==> config.mk <==
export PLATFORM = sky130hd
export DESIGN_NAME = fpcvt_pipe
export DESIGN_NICKNAME = d
export VERILOG_FILES = /design/src/rtl/fpcvt_pipe.sv
export SDC_FILE = /design/constraint.sdc
export NUM_CORES = 1
export LEC_CHECK = 0
export ABC_AREA = 1
export CORE_AREA = 2 2 82 84
export DETAILED_ROUTE_END_ITERATION = 16
export DIE_AREA = 0 0 84 86
export PLACE_DENSITY = 0.71
export SETUP_SLACK_MARGIN = 0.5
export SLEW_MARGIN = 20
export SYNTH_ARGS = -nofsm -noshare
export SYNTH_HDL_FRONTEND = slang
export SYNTH_SLANG_ARGS = --single-unit
==> constraint.sdc <==
create_clock -name clk -period 4.8 [get_ports clk]
set_input_delay 0.72 -clock clk [delete_from_list [all_inputs] [get_ports clk]]
set_output_delay 0.72 -clock clk [all_outputs]
set_load 0.005 [all_outputs]
==> src/rtl/fpcvt_pipe.sv <==
// fpcvt_pipe: pipelined converter from a two's-complement sample to a small
// floating-point triple (sign, exponent, significand) with selectable rounding
// and inexact/saturation flags. Streams at one word per cycle over valid/ready.
module fpcvt_pipe #(
  parameter  int EW = 3,
  parameter  int MW = 4,
  localparam int DW = 1 + MW + (1 << EW) - 1
) (
  input  logic          clk,
  input  logic          rst,
  input  logic          in_valid,
  output logic          in_ready,
  input  logic [DW-1:0] in_d,
  input  logic [1:0]    in_rmode,
  output logic          out_valid,
  input  logic          out_ready,
  output logic          out_s,
  output logic [EW-1:0] out_e,
  output logic [MW-1:0] out_f,
  output logic          out_inexact,
  output logic          out_sat
);

  localparam int MAGW = DW - 1;
  localparam logic [EW-1:0] EMAX = '1;

  typedef enum logic [1:0] {
    RM_HALF_UP   = 2'b00,
    RM_TRUNC     = 2'b01,
    RM_HALF_EVEN = 2'b10,
    RM_RSVD      = 2'b11
  } rmode_e;

  logic advance;

  // Input capture register: raw sample plus the rounding mode that travels with it.
  logic          v0_q;
  logic [DW-1:0] d0_q;
  rmode_e        rm0_q;

  // Sign/magnitude stage.
  logic            v1_q, s1_q, forced1_q;
  logic [MAGW-1:0] m1_q;
  rmode_e          rm1_q;
  logic            s1_d, forced1_d;
  logic [MAGW-1:0] m1_d;

  // Normalise stage.
  logic          v2_q, s2_q, forced2_q, r2_q, st2_q;
  logic [EW-1:0] e2_q;
  logic [MW-1:0] f2_q;
  rmode_e        rm2_q;
  logic [EW-1:0] e2_d;
  logic [MW-1:0] f2_d;
  logic          r2_d, st2_d;
  int            pos, shiftN;

  // Round stage, whose registers are the outputs.
  logic          vo_q, so_q, inex_q, sat_q;
  logic [EW-1:0] eo_q;
  logic [MW-1:0] fo_q;
  logic [EW-1:0] eo_d;
  logic [MW-1:0] fo_d;
  logic          inex_d, sat_d, roundUp;
  logic [MW:0]   fSum;

  // Every stage moves together whenever the output slot is empty or being drained.
  assign advance  = !vo_q || out_ready;
  assign in_ready = advance;

  // Capture the accepted word; bubbles leave the stored data untouched.
  always_ff @(posedge clk or posedge rst) begin
    if (rst) begin
      v0_q  <= 1'b0;
      d0_q  <= '0;
      rm0_q <= RM_HALF_UP;
    end else if (advance) begin
      v0_q <= in_valid;
      if (in_valid) begin
        d0_q  <= in_d;
        rm0_q <= rmode_e'(in_rmode);
      end
    end
  end

  // Split into sign and magnitude; the most negative sample has no positive twin
  // so it is pinned to the largest magnitude and flagged.
  always_comb begin
    s1_d      = d0_q[DW-1];
    forced1_d = s1_d && (d0_q[MAGW-1:0] == '0);
    if (forced1_d) begin
      m1_d = '1;
    end else if (s1_d) begin
      m1_d = (~d0_q[MAGW-1:0]) + MAGW'(1);
    end else begin
      m1_d = d0_q[MAGW-1:0];
    end
  end

  // Sign/magnitude pipeline register.
  always_ff @(posedge clk or posedge rst) begin
    if (rst) begin
      v1_q      <= 1'b0;
      s1_q      <= 1'b0;
      forced1_q <= 1'b0;
      m1_q      <= '0;
      rm1_q     <= RM_HALF_UP;
    end else if (advance) begin
      v1_q <= v0_q;
      if (v0_q) begin
        s1_q      <= s1_d;
        forced1_q <= forced1_d;
        m1_q      <= m1_d;
        rm1_q     <= rm0_q;
      end
    end
  end

  // Find the leading one and slice out the significand, round bit and sticky bit;
  // small magnitudes fit the significand directly with a zero exponent.
  always_comb begin
    pos    = 0;
    shiftN = 0;
    e2_d   = '0;
    f2_d   = m1_q[MW-1:0];
    r2_d   = 1'b0;
    st2_d  = 1'b0;
    for (int i = 0; i < MAGW; i++) begin
      if (m1_q[i]) pos = i;
    end
    if (pos >= MW) begin
      shiftN = pos - MW + 1;
      e2_d   = EW'(shiftN);
      f2_d   = MW'(m1_q >> shiftN);
      for (int i = 0; i < MAGW; i++) begin
        if (i == shiftN - 1) r2_d = m1_q[i];
        if (i < shiftN - 1) st2_d = st2_d | m1_q[i];
      end
    end
  end

  // Normalise pipeline register.
  always_ff @(posedge clk or posedge rst) begin
    if (rst) begin
      v2_q      <= 1'b0;
      s2_q      <= 1'b0;
      forced2_q <= 1'b0;
      e2_q      <= '0;
      f2_q      <= '0;
      r2_q      <= 1'b0;
      st2_q     <= 1'b0;
      rm2_q     <= RM_HALF_UP;
    end else if (advance) begin
      v2_q <= v1_q;
      if (v1_q) begin
        s2_q      <= s1_q;
        forced2_q <= forced1_q;
        e2_q      <= e2_d;
        f2_q      <= f2_d;
        r2_q      <= r2_d;
        st2_q     <= st2_d;
        rm2_q     <= rm1_q;
      end
    end
  end

  // Apply the word's rounding mode; a carry out of the significand renormalises,
  // and a carry at the top exponent clamps to the largest representable value.
  always_comb begin
    case (rm2_q)
      RM_TRUNC:     roundUp = 1'b0;
      RM_HALF_EVEN: roundUp = r2_q && (st2_q || f2_q[0]);
      default:      roundUp = r2_q;
    endcase
    fSum   = {1'b0, f2_q} + {{MW{1'b0}}, roundUp};
    eo_d   = e2_q;
    fo_d   = fSum[MW-1:0];
    sat_d  = forced2_q;
    inex_d = r2_q | st2_q | forced2_q;
    if (fSum[MW]) begin
      if (e2_q == EMAX) begin
        fo_d  = '1;
        eo_d  = EMAX;
        sat_d = 1'b1;
      end else begin
        fo_d = {1'b1, {(MW-1){1'b0}}};
        eo_d = e2_q + EW'(1);
      end
    end
  end

  // Output register; holds while the downstream is stalled.
  always_ff @(posedge clk or posedge rst) begin
    if (rst) begin
      vo_q   <= 1'b0;
      so_q   <= 1'b0;
      eo_q   <= '0;
      fo_q   <= '0;
      inex_q <= 1'b0;
      sat_q  <= 1'b0;
    end else if (advance) begin
      vo_q <= v2_q;
      if (v2_q) begin
        so_q   <= s2_q;
        eo_q   <= eo_d;
        fo_q   <= fo_d;
        inex_q <= inex_d;
        sat_q  <= sat_d;
      end
    end
  end

  assign out_valid   = vo_q;
  assign out_s       = so_q;
  assign out_e       = eo_q;
  assign out_f       = fo_q;
  assign out_inexact = inex_q;
  assign out_sat     = sat_q;

endmodule

==> flow_summary.toml <==
[drt]
routed_wl_mm = 8.03
via_per_inst = 5.49
wl_per_cell_um = 14.8
antenna_left = 0
drc = 0
dr.pass1.iters = 5
drt_iter0_drc = 225
num_vias = 2974

[grt]
groute.usage.overall_pct = 23.3
grt_pass1_vias = 2797
grt-ovfl-total = 0
antenna_found_initial = 0
grt_max_degree = 57
grt_pass1_wl_mm = 13.5

[clock_tree]
htreeDepth = 2
numCtsBuffers = 5
clock_path_buffers = 2
cts.clk_slew.worst_paths_ns = 0.10
cts_resized = 0
clk_latency_ns = 0.31
cts_tree = "built"
cts_setup_buffers = 0
hold_buffers = 0
cts_sinks = 56
clockRootBuffer = "clkbuf_8"

[die]
coreArea_sq_um = 6280
ios = 30
die_area_sq_um = 7220
start_util_pct = 54.3
rows = 29
die_h_um = 86
fp.dieW_um = 84

[setup_path]
r2r_start = "m1_q[2]"
start_kind = "register"
crit_family = "simple AND/OR/NAND/NOR gates"
crit_cells = 27
critPathBufInv = 3
worstSetupStartpoint = "m1_q[2]"
reg2reg_depth = 27
worstPathRequired_ns = 5.05
critPathCaptureType = "register"
critPathKind = "reg -> reg"
crit_top_cell = "nand2_1"
cp_slowest_cell = "dfrtp_1"
worstPathArrival_ns = 3.55
cp_max_fo = 24
max_stage_delay_ns = 0.46

[logic_synthesis]
ys_ff_latch = 56
ys_seq_area_share_pct = 41.1
yosys-top-cells-count = "92 x nand2_1, 56 x dfrtp_1, 45 x inv_1, 45 x nor2_1, 34 x a21oi_1"
syn_inst = 435
synth_warnings = 0
synthArstFlopShare_pct = 100
mappedNetlistArea_sq_um = 3410
synth.largest_area_cell = "dfrtp_1"
netlist_top_cells_area = "dfrtp_1 41%, nand2_1 10%, a21oi_1 5.0%"
synth_cell_type_count = 40
avgSynthCellArea_sq_um = 7.83
synth_ff_type = "dfrtp_1"
yosysMostFrequentCell = "nand2_1"
synth_nets = 463
synth_top_area_share_pct = 41.1
synth-edff-count = 0

[sta]
final_hold_viol_count = 0
rsz0062_at_grt = "no"
drv_slew = 0
setup_viol = 0
max_freq_mhz = 303
min_period_ns = 3.30
clock_skew_ns = 0.0114
tightest_slew_ns = 0.707
period_share_pct = 68.8
max-slew-margin-rel_pct = 52.7
fin_setup_tns_ns = 0

[min_path]
hold_class = "reg -> reg"
holdCritStartpoint = "out_s"
min_path_cells = 2

[placement]
hpwl_mm = 6.18
routabilityCongestion = 0.960
portBuffers = 29

[flow_run]
cap_violations = 0

[finish]
multiInputGateArea_sq_um = 1750
drive_above_1_share_pct = 12.3
n_antenna_cell = 0
layout.nets = 492
syn_to_final_growth_pct = 13.7
fillers = 562
seq_area_sq_um = 1400
post-route-util_pct = 61.7

[power]
leakage_nw = 1.83
peakVddDrop_mv = 0.414
power.density_nw_per_um2 = 763

[run_status]
status = "finished clean"
## cell families (layout without fill, tap and decap cells)
| group | after synthesis | count (layout) | synth area share (%) |
|---|---|---|---|
| xor gates and xnor gates | 9 | 9 | 2.31 |
| buffers and inverters | 65 | 95 | 7.42 |
| AOI/OAI and AO/OA | 91 | 91 | 16.0 |
| and+or+nand+nor | 199 | 199 | 27.8 |
| adders and majority gates | 10 | 10 | 3.67 |
| muxes | 5 | 5 | 1.65 |
| DFF | 56 | 56 | 41.1 |
## area by class of cell
type                    instances  area share [%]
clock buffers                   6            1.87
inverters                      57            5.52
clock inverters                 2            1.00
flip-flops and latches         56            36.2
repair buffers                 30            7.69
multi-input cells             314            45.3
well taps                      77            2.49
## layout by cell type (no fill, tap or decap), types with 2 or more instances in the layout
cell	count
mux2_2	5
a211oi_1	2
o31ai_1	3
nand2_2	12
o211ai_1	7
clkdlybuf4s50_1	29
o21a_1	2
dfrtp_1	56
ha_1	10
nor2_1	45
inv_2	13
nand3_1	20
o21ai_1	3
nor2_4	3
a21oi_1	34
clkbuf_8	5
inv_1	44
a22oi_1	9
xor2_1	8
nand4_1	5
nand2_4	3
nand3_4	2
o21ai_0	24
nor2_2	5
nand2_1	92
nor3_1	7
## registers in the layout, summed over array words and instances, names as in the netlist, 2 cells and up
register,flops
d0_q,12
e2_q,3
f2_q,4
m1_q,11
out_e,3
out_f,4
rm0_q,2
rm1_q,2
rm2_q,2
## final timing paths
path	slack (ns)	to
min reg2reg	0.48	out_s
max reg2reg	1.50	r2_q
min	0.48	out_s
max in group asynchronous	3.43	rm2_q[0]
max	1.50	r2_q
min in group asynchronous	0.91	v0_q
## through the flow
step                      power (mW)  cells  hold WS, ns  setup WS [ns]  instance area [sq um]
after floorplan                 2.16    435        0.432           1.90                   3410
after global placement          2.63    534        0.450           1.59                   3760
after detailed placement        2.63    534        0.457           1.56                   3760
after CTS                       2.94    542        0.482           1.55                   3870
after global routing            3.24    542        0.501           1.21                   3870
final                           2.96    542        0.479           1.50                   3870
## power by group
part	internal (mW)	switching, mW
sequential	0.678	0.173
clock	0.158	0.153
combinational	0.665	1.13
total	1.50	1.46
## worst register-to-register path: cells and delay by family, from the launching register on
family | cells | cell delay, ns
DFF | 1 | 0.46
buffers and inverters | 3 | 0.42
adders and majority gates | 1 | 0.38
and+or+nand+nor | 23 | 2.00
## per-layer routing
metal | vias up | share of wire, % | track usage (%)
li1 | 1491 | - | -
met1 | 1387 | 46 | 32.1
met2 | 86 | 47 | 39.5
met3 | 10 | 4.7 | 3.37
met4 | 0 | 1.5 | 5.43
met5 | - | 0 | 0
Note: power is estimated with default switching activity, not from simulation.
